### src/rtl/srp16_boot_loader.sv
`timescale 1ns/1ps
`default_nettype none
// ============================================================================
// Module   : srp16_boot_loader
// Purpose  : Byte-stream program loader for SRP16 program memory. Parses
//            MAGIC/ADDR/LEN/DATA/CSUM frames from a byte receiver, writes
//            the payload over a byte-wide memory bus, verifies an additive
//            checksum and holds the CPU in reset until an image is loaded.
// Revision : 1.0 - initial release
// ============================================================================
module srp16_boot_loader #(
  parameter logic [7:0]  MAGIC   = 8'hA5,
  parameter logic [15:0] TIMEOUT = 16'd1000
) (
  input  logic        clk,
  input  logic        reset,
  input  logic [7:0]  rx_data,
  input  logic        rx_valid,
  output logic        rx_ready,
  output logic [15:0] mem_addr,
  output logic [7:0]  mem_dout,
  output logic        mem_write,
  input  logic        mem_busy,
  output logic        cpu_reset,
  output logic        done,
  output logic        error
);

  typedef enum logic [3:0] {
    S_IDLE   = 4'd0,
    S_ADDR_H = 4'd1,
    S_ADDR_L = 4'd2,
    S_LEN_H  = 4'd3,
    S_LEN_L  = 4'd4,
    S_DATA   = 4'd5,
    S_WRITE  = 4'd6,
    S_CSUM   = 4'd7,
    S_RUN    = 4'd8
  } state_t;

  // A zero TIMEOUT disables the idle watchdog entirely.
  localparam logic        c_tmo_en   = (TIMEOUT != 16'd0);
  localparam logic [15:0] c_tmo_last = TIMEOUT - 16'd1;

  state_t      r_state;
  state_t      w_next;
  logic [15:0] r_addr;      // next byte address to be written
  logic [15:0] r_len_rem;   // frame length, then bytes still to write
  logic [15:0] r_tmo_cnt;   // idle cycles since last accept in a timed state
  logic [7:0]  r_sum;       // running sum of payload bytes
  logic [7:0]  w_sum_next;
  logic        w_accept;
  logic        w_timed;
  logic        w_timeout;
  logic        w_magic;
  logic        w_len_zero;
  logic        w_csum_ok;

  // rx_ready is low in WRITE and while reset is applied, so no byte is taken then.
  assign rx_ready   = (r_state != S_WRITE) && !reset;
  assign w_accept   = rx_valid && rx_ready;
  assign w_magic    = (rx_data == MAGIC);
  assign w_sum_next = r_sum + rx_data;
  assign w_csum_ok  = (w_sum_next == 8'h00);
  assign w_len_zero = ({r_len_rem[15:8], rx_data} == 16'd0);
  assign w_timed    = (r_state == S_ADDR_H) || (r_state == S_ADDR_L) ||
                      (r_state == S_LEN_H)  || (r_state == S_LEN_L)  ||
                      (r_state == S_DATA)   || (r_state == S_CSUM);
  assign w_timeout  = c_tmo_en && w_timed && !w_accept && (r_tmo_cnt == c_tmo_last);

  // State register; async reset aborts any frame and drops the write strobe.
  always_ff @(posedge clk or posedge reset) begin
    if (reset) r_state <= S_IDLE;
    else       r_state <= w_next;
  end

  // Next-state logic and state-decoded outputs.
  always_comb begin
    w_next    = r_state;
    mem_write = 1'b0;
    cpu_reset = 1'b1;
    done      = 1'b0;
    case (r_state)
      S_IDLE:   if (w_accept && w_magic) w_next = S_ADDR_H;
      S_ADDR_H: if (w_accept) w_next = S_ADDR_L;
      S_ADDR_L: if (w_accept) w_next = S_LEN_H;
      S_LEN_H:  if (w_accept) w_next = S_LEN_L;
      S_LEN_L:  if (w_accept) w_next = w_len_zero ? S_CSUM : S_DATA;
      S_DATA:   if (w_accept) w_next = S_WRITE;
      S_WRITE: begin
        mem_write = 1'b1;
        if (!mem_busy) w_next = (r_len_rem == 16'd1) ? S_CSUM : S_DATA;
      end
      S_CSUM:   if (w_accept) w_next = w_csum_ok ? S_RUN : S_IDLE;
      S_RUN: begin
        cpu_reset = 1'b0;
        done      = 1'b1;
        if (w_accept && w_magic) w_next = S_ADDR_H;
      end
      default:  w_next = S_IDLE;
    endcase
    if (w_timeout) w_next = S_IDLE;
  end

  // Header capture, payload latch, address/length stepping and checksum sum.
  always_ff @(posedge clk or posedge reset) begin
    if (reset) begin
      r_addr    <= 16'd0;
      r_len_rem <= 16'd0;
      r_sum     <= 8'd0;
      mem_addr  <= 16'd0;
      mem_dout  <= 8'd0;
    end else begin
      case (r_state)
        S_ADDR_H: if (w_accept) r_addr[15:8] <= rx_data;
        S_ADDR_L: if (w_accept) r_addr[7:0] <= rx_data;
        S_LEN_H:  if (w_accept) r_len_rem[15:8] <= rx_data;
        S_LEN_L: begin
          if (w_accept) begin
            r_len_rem[7:0] <= rx_data;
            r_sum          <= 8'd0;
          end
        end
        S_DATA: begin
          if (w_accept) begin
            mem_dout <= rx_data;
            mem_addr <= r_addr;
            r_sum    <= w_sum_next;
          end
        end
        S_WRITE: begin
          if (!mem_busy) begin
            r_addr    <= r_addr + 16'd1;
            r_len_rem <= r_len_rem - 16'd1;
          end
        end
        default: ;
      endcase
    end
  end

  // Idle watchdog: counts cycles without an accept, cleared on accept or state change.
  always_ff @(posedge clk or posedge reset) begin
    if (reset)                                     r_tmo_cnt <= 16'd0;
    else if (!w_timed || w_accept || (w_next != r_state)) r_tmo_cnt <= 16'd0;
    else                                           r_tmo_cnt <= r_tmo_cnt + 16'd1;
  end

  // Sticky error: set by bad checksum or timeout, cleared by the next MAGIC.
  always_ff @(posedge clk or posedge reset) begin
    if (reset) begin
      error <= 1'b0;
    end else if (w_timeout || ((r_state == S_CSUM) && w_accept && !w_csum_ok)) begin
      error <= 1'b1;
    end else if (w_accept && w_magic && ((r_state == S_IDLE) || (r_state == S_RUN))) begin
      error <= 1'b0;
    end
  end

endmodule
`default_nettype wire

### config.mk
export PLATFORM = sky130hd
export DESIGN_NAME = srp16_boot_loader
export DESIGN_NICKNAME = d
export VERILOG_FILES = /design/src/rtl/srp16_boot_loader.sv
export SDC_FILE = /design/constraint.sdc
export NUM_CORES = 1
export LEC_CHECK = 0
export CAP_MARGIN = 15
export CORE_ASPECT_RATIO = 0.7
export CORE_MARGIN = 1
export CORE_UTILIZATION = 30
export CTS_CLUSTER_SIZE = 14
export DETAILED_ROUTE_END_ITERATION = 12
export PLACE_DENSITY = 0.53
export SLEW_MARGIN = 20
export SYNTH_ARGS = -nofsm -noshare
export SYNTH_HDL_FRONTEND = slang
export SYNTH_SLANG_ARGS = --single-unit
### constraint.sdc
create_clock -name clk -period 4.1 [get_ports clk]
set_input_delay 0.41 -clock clk [delete_from_list [all_inputs] [get_ports clk]]
set_output_delay 0.41 -clock clk [all_outputs]
set_load 0.01 [all_outputs]
# [After elaboration in Yosys (flattened, before gate mapping)]
# Index checks and enable logic that the tools add are counted.
[totals] input_bits=12 word_cells=99 output_inout_bits=29 regBits=85
[classes] reduce_logical=37 muxes=29 eq_ne=19 n_addsub=4
[ops] cell="one-hot mux 8 bit (2 select lines)" count=5
[ops] cell="two-way mux 16 bit" count=3
[ops] cell="two-way mux 4 bit" count=10
[ops] cell="adder 16 x 1 -> 16 bit (second input constant)" count=2
[ops] cell="one-hot mux 4 bit (8 select lines)" count=1
[ops] cell="two-way mux 8 bit" count=3
[ops] cell="equality test 16 x 1 -> 1 bit (second input constant)" count=1
[ops] cell="equality test 16 x 10 -> 1 bit (second input constant)" count=1
[ops] cell="equality test 4 x 3 -> 1 bit (second input constant)" count=4
[ops] cell="zero test 16 bit" count=1
[ops] cell="subtractor 16 x 1 -> 16 bit (second input constant)" count=1
[ops] cell="AND reduction 3 bit" count=5
[ops] cell="inequality test 2 bit (second input constant)" count=6
[ops] cell="nonzero test 2 bit" count=6
[ops] cell="logical OR 1 bit" count=9
[ops] cell="adder 8 bit" count=1
[ops] cell="equality test 4 x 2 -> 1 bit (second input constant)" count=2
[ops] cell="equality test 8 bit (second input constant)" count=1
[ops] cell="logical AND 1 bit" count=8
[ops] cell="zero test 8 bit" count=1
[ops] cell="two-way mux 1 bit" count=5
[ops] cell="equality test 4 x 1 -> 1 bit (second input constant)" count=1
[ops] cell="equality test 4 bit (second input constant)" count=1
[ops] cell="zero test 1 bit" count=4
[ops] cell="other kinds (6)" count=7

# [Logic depth before layout (Yosys ltp)]
# Gate-level depths: netlist of the first run.
[logic_depth] ltp_word=12 mapped_depth=9 ltp_nobuf=7

# [Least setup slack after synthesis of the first run]
# OpenSTA, ideal clock, no wires.
[synth_path] kind="input to register" from="in rx_data[0]" to="reg r_state[3]" stages=7 path_slack_ns=1.766 required_ns=3.980 arrival_ns=2.214 setup_time_ns=0.120 path_buffers=0 path_cell_list="ha_1 fa_1 a211o_1 and3_1 o311ai_0 a2111oi_1 a41o_1"
[synth_via] elab_chain_len=6 elab_cells_between_ends=9 classes_between="1 x add/sub; 1 x eq/ne; 5 x mux; 2 x reduce/logical"
[synth_lines] item="start, declared" line="17" text="input logic [7:0] rx_data,"
[synth_lines] item="adder 8 bit" line="63" text="assign w_sum_next = r_sum + rx_data;"
[synth_lines] item="zero test 8 bit" line="64" text="assign w_csum_ok = (w_sum_next == 8'h00);"
[synth_lines] item="two-way mux 4 bit (2 in series)" line="94" text="S_CSUM: if (w_accept) w_next = w_csum_ok ? S_RUN : S_IDLE;"
[synth_lines] item="one-hot mux 4 bit (8 select lines) (*)" line="83" text="case (r_state)"
[synth_lines] item="two-way mux 4 bit (*)" line="102" text="if (w_timeout) w_next = S_IDLE;"
[synth_lines] item="via w_next[3]" line="46" text="state_t w_next;"
[synth_lines] item="end signal, assigned" line="74" text="else r_state <= w_next;"
[synth_lines] item="end, declared" line="45" text="state_t r_state;"
# Mark *: on every way through the listed nets, which the timed path passes. The rest lies on a longest branch.
# A chain may end at the register's enable or synchronous reset.

# [Final worst setup path of the first run]
[layout_path] from="in rx_data[1]" to="reg r_state[3]"
# Same word-level chain as after synthesis.

==> results_dict.tcl, run 1 <==
set metrics [dict create \
    drv_slew 0 \
    finalHoldViolations 0 \
    period_share 0.706 \
    dp_slack_ns 0.871 \
    synth_edf_count 0 \
    grt_use_total 0.169 \
    fp.dieH_um 109 \
    layout_common_cells "116 x nand2_1, 85 x dfrtp_1, 40 x clkdlybuf4s50_1, 36 x a21oi_1, 35 x nor2_1" \
    tightest_slew_ns 0.617 \
    port_buffers 40 \
    htreeDepth 3 \
    hpwl_um 9190 \
    async_reset_ff_frac 1.00 \
    min_path_cells 2 \
    antenna_cells 0 \
    ios 41 \
    worst-setup-path-type "in2reg" \
    critPathArrivalTime_ns 3.18 \
    ys_seq_area_frac 0.435 \
    cts_tree "built" \
    post_cts_buffers 0 \
    syn_area_per_cell_um2 8.83 \
    cp.required_ns 4.38 \
    maxCapViolCount 0 \
    drt_wl_total_um 13400 \
    reg2reg_to "r_addr[15]" \
    cp-endpoint "r_state[3]" \
    layout.cells.most_common "nand2_1" \
    wire_per_inst_um 16.9 \
    path_max_fanout 8 \
    vias 4307 \
    rows 38 \
    skew_ns 0.00877 \
    insertion_delay_ns 0.35 \
    syn_to_final_growth_pct 17.6 \
    end_kind "flop" \
    antenna_found_initial 0 \
    r2r-start "r_state[0]" \
    place_congestion 0.941 \
    hold_path_class "reg2reg" \
    p_leak_nw 2.48 \
    grt_pass1_vias 4111 \
    root_buffer "clkbuf_16" \
    cts_hold_buf 0 \
    numCtsBuffers 9 \
    dr.first_iter.drc_count 351 \
    yosysTopAreaCell "dfrtp_1" \
    setup_ws_ns 1.20 \
    grt_start_max_net_pins 39 \
    route.detailed.drc 0 \
    synth_seq_cells 85 \
    vias_per_cell 5.47 \
    reg2regPathDepth 8 \
    setup_tns_ns 0 \
    fin_nets 608 \
    path_clk_slew_ns 0.06 \
    max_freq_ghz 0.345 \
    initial_utilization 0.311 \
    dieArea_mm2 0.0168 \
    die_x_um 155 \
    power_density_mw_per_mm2 305 \
    outcome "complete, no violations" \
    cts.sinks 85 \
    coreArea_mm2 0.0157 \
    synth_area_mm2 0.00488 \
    rsz0062_at_grt "no" \
    ir_drop_v 0.000166 \
    cts_resized 0 \
    ant_nets 0 \
    ys.flop_type "dfrtp_1" \
    r2r_slack_ns 1.56 \
    overflow 0 \
    startpoint "rx_data[1]" \
    syn_nets 577 \
    slew_headroom 0.583 \
    synthDistinctLibCells 64 \
    synth.area.top_cells "dfrtp_1 44%, nand2_1 8.9%, a21oi_1 3.7%" \
    netlist.area_leader.share 0.435 \
    critPathLaunchType "primary input" \
    drive_gt1_frac 0.0697 \
    grt_pass1_wl_um 21900 \
    dr.pass1.iters 4 \
    setup_viol 0 \
    synth_cells 553 \
    period_needed_ns 2.90 \
    clockBufferDepth 2 \
    yosys_warnings 0 \
]
## cell families (layout without fill, tap and decap cells)
group,after synthesis,after routing,share of synthesized area
flip-flops,85,85,0.435
multiplexers,3,3,0.00615
AND/OR/NAND/NOR,245,245,0.242
adder cells (fa/ha/maj),12,12,0.0323
AO/OA/AOI/OAI,148,148,0.210
XOR/XNOR,21,21,0.0377
buffers and inverters,39,74,0.0361
## state kept, by name, summed over array words and instances (netlist names)
register   flops
mem_addr      16
r_addr        16
r_len_rem     16
r_tmo_cnt     16
mem_dout       8
r_sum          8
r_state        4
error          1
## per-layer routing
metal / global-route usage / up-vias / wire length (µm)
met1: 0.242 / 2103 / 6670
met5: 0 / - / 0
met3: 0.0421 / 17 / 827
met4: 0.0552 / 0 / 166
li1: - / 2057 / -
met2: 0.246 / 130 / 5690
## power breakdown
part | internal [mW] | total (mW) | switching (mW)
Sequential | 0.849 | 0.865 | 0.0157
Combinational | 0.0458 | 0.117 | 0.0715
Clock | 0.427 | 0.771 | 0.344
## worst max-delay path: stages
cell and delay (ns):
clkdlybuf4s50_1 0.75, ha_1 0.32, a21o_1 0.19, and4_1 0.23, or4_1 0.47, a2111oi_1 0.57
a41o_1 0.25
## metrics by stage
stage / utilization / std cells / total power, mW / hold WS, ns / instance area, µm²
finish: 0.366 / 788 / 1.75 / 0.475 / 5740
detailed placement: 0.348 / 773 / 0.998 / 0.462 / 5460
floorplan: - / 553 / 0.946 / 0.440 / 4880
global placement: 0.348 / 773 / 0.996 / 0.462 / 5460
CTS: 0.366 / 788 / 1.78 / 0.479 / 5740
global route: 0.366 / 788 / 1.83 / 0.492 / 5740
## worst min path at each step
stage                             from            to  slack, ns
final                     mem_addr[12]  mem_addr[12]       0.47
after global routing      mem_addr[12]  mem_addr[12]       0.49
after floorplan           r_tmo_cnt[0]  r_tmo_cnt[0]       0.44
after global placement    r_tmo_cnt[0]  r_tmo_cnt[0]       0.46
after CTS                 mem_addr[12]  mem_addr[12]       0.48
after detailed placement   mem_dout[7]   mem_dout[7]       0.46
## layout make-up
class | count | area, µm²
clock inverter | 4 | 32.5
clock buffer | 11 | 243
sequential | 85 | 2130
multi-input combinational | 429 | 2590
timing repair buffer | 48 | 460
tap | 200 | 250
fill | 1602 | 9950
inverter | 11 | 42.5
## cells in the mapped netlist (all sizes together), types with 3 or more instances
| master | n |
|---|---|
| dfrtp | 85 |
| xor2 | 12 |
| or2 | 4 |
| a31oi | 7 |
| a41o | 4 |
| o21a | 4 |
| xnor2 | 9 |
| or4 | 8 |
| a211oi | 8 |
| clkbuf | 17 |
| a21oi | 36 |
| nor3 | 9 |
| o22ai | 5 |
| o21ai | 33 |
| nand2b | 6 |
| nor3b | 5 |
| nor4 | 8 |
| nand4 | 9 |
| mux2i | 3 |
| nor2 | 36 |
| o31ai | 4 |
| and2 | 3 |
| a22o | 9 |
| o31a | 3 |
| o211ai | 5 |
| nor2b | 6 |
| and3 | 8 |
| nand3 | 17 |
| buf | 11 |
| a2bb2oi | 3 |
| inv | 11 |
| ha | 11 |
| o22a | 8 |
| nand2 | 116 |
Note: power is estimated with default switching activity, not from simulation.
==> inputs of run 2 (changes only) <==
==> constraint.sdc (replaced) <==
create_clock -name clk -period 2.7 [get_ports clk]
set_input_delay 0.27 -clock clk [delete_from_list [all_inputs] [get_ports clk]]
set_output_delay 0.27 -clock clk [all_outputs]
set_load 0.01 [all_outputs]
==> results_dict.tcl, run 2 (synthesized netlist as in run 1, its figures left out) <==
set metrics [dict create \
    outcome "complete, no violations" \
    cp.required_ns 2.94 \
    wire_per_inst_um 16.7 \
    hpwl_um 9550 \
    drv_slew 0 \
    reg2reg_to "r_state[3]" \
    route.detailed.drc 0 \
    ios 41 \
    grt_pass1_wl_um 22500 \
    slowest_stage "o311ai_0" \
    grt_use_total 0.172 \
    cpPeakStageDelay_ns 0.51 \
    total_power_mw 2.70 \
    cts.sinks 85 \
    die_x_um 155 \
    rsz0062_at_grt "no" \
    power_density_mw_per_mm2 453 \
    dr.pass1.iters 5 \
    min-delay-start "mem_addr[5]" \
    reg2regPathDepth 7 \
    grt_pass1_vias 4239 \
    port_buffers 40 \
    path_max_fanout 3 \
    vias 4352 \
    cts_resized 0 \
    tightest_slew_ns 1.01 \
    ir_drop_v 0.000268 \
    antenna_found_initial 0 \
    dp_slack_ns -0.173 \
    coreArea_mm2 0.0157 \
    finish.utilization 0.381 \
    grt_start_max_net_pins 39 \
    layout.cells.most_common "nand2_1" \
    worstPathBufferInverterCount 0 \
    period_needed_ns 2.53 \
    setup_ws_ns 0.174 \
    maxCapViolCount 0 \
    root_buffer "clkbuf_16" \
    clockBufferDepth 2 \
    end_kind "flop" \
    initial_utilization 0.311 \
    period_share 0.936 \
    rows 38 \
    finalHoldViolations 0 \
    syn_to_final_growth_pct 22.2 \
    fin_nets 633 \
    layout_common_cells "116 x nand2_1, 85 x dfrtp_1, 40 x clkdlybuf4s50_1, 36 x a21oi_1, 35 x nor2_1" \
    overflow 0 \
    setup_viol 0 \
    r2r_slack_ns 0.17 \
    ant_nets 0 \
    numCtsBuffers 9 \
    place_congestion 0.825 \
    htreeDepth 3 \
    cpLargestDelayFamily "compound AO/OA/AOI/OAI gates" \
    insertion_delay_ns 0.35 \
    drt_wl_total_um 13600 \
    skew_ns 0.00810 \
    post_cts_buffers 0 \
    critPathArrivalTime_ns 2.77 \
    drive_gt1_frac 0.111 \
    path_clk_slew_ns 0.07 \
    min_to "mem_addr[5]" \
    min_path_cells 2 \
    p_leak_nw 2.63 \
    critical_path.cell_chain "ha_1 -> fa_1 -> a211o_1 -> and3_1 -> o311ai_0 -> a2111oi_2 -> a41o_1" \
    hold_path_class "reg2reg" \
    setup_tns_ns 0 \
    holdWs_ns 0.473 \
    r2r-start "r_sum[0]" \
    dr.first_iter.drc_count 235 \
    cts_tree "built" \
    slew_headroom 0.328 \
    critPathLaunchType "flop" \
    antenna_cells 0 \
    cts_hold_buf 0 \
    max_freq_ghz 0.396 \
    worst-setup-path-type "reg2reg" \
    dieArea_mm2 0.0168 \
    vias_per_cell 5.35 \
    fp.dieH_um 109 \
]
-- run 2: how the worst max path moves through the flow --
stage	startpoint	endpoint	cells after the start
2_1_floorplan	reset	error	1
3_3_place_gp	rx_data[0]	r_state[3]	8
3_5_place_dp	rx_data[0]	r_state[3]	8
4_1_cts	r_sum[0]	r_state[3]	7
5_1_grt	r_sum[0]	r_state[3]	7
6_report	r_sum[0]	r_state[3]	7
-- run 2: where the power goes --
group          internal, mW  switching, mW  leakage (nW)
Clock                 0.627          0.561         0.132
Sequential             1.29         0.0235          1.15
Combinational        0.0882          0.115          1.34
-- run 2: metrics by stage --
stage,instance area (µm²),std cells
2_1_floorplan,4880,553
3_3_place_gp,5690,798
3_5_place_dp,5690,798
4_1_cts,5970,814
5_1_grt,5970,814
6_report,5970,814
-- run 2: cell type report --
type / count / area, µm²
Clock inverter: 7 / 51.3
Timing Repair Buffer: 73 / 686
Tap cell: 200 / 250
Multi-Input combinational cell: 429 / 2590
Fill cell: 1580 / 9720
Clock buffer: 9 / 225
Inverter: 11 / 42.5
Sequential cell: 85 / 2130
-- run 2: per-layer routing --
layer,share of wire,global-route usage,vias to the layer above
met5,0,0,-
met4,0.014,0.0545,0
met3,0.050,0.0338,17
met2,0.42,0.255,106
met1,0.52,0.251,2117
li1,-,-,2112
-- run 2: tightest hold or removal path, stage by stage (launching register included) --
cell	delay, ns
dfrtp_1	0.34
nand2_1	0.05
nand2_1	0.05
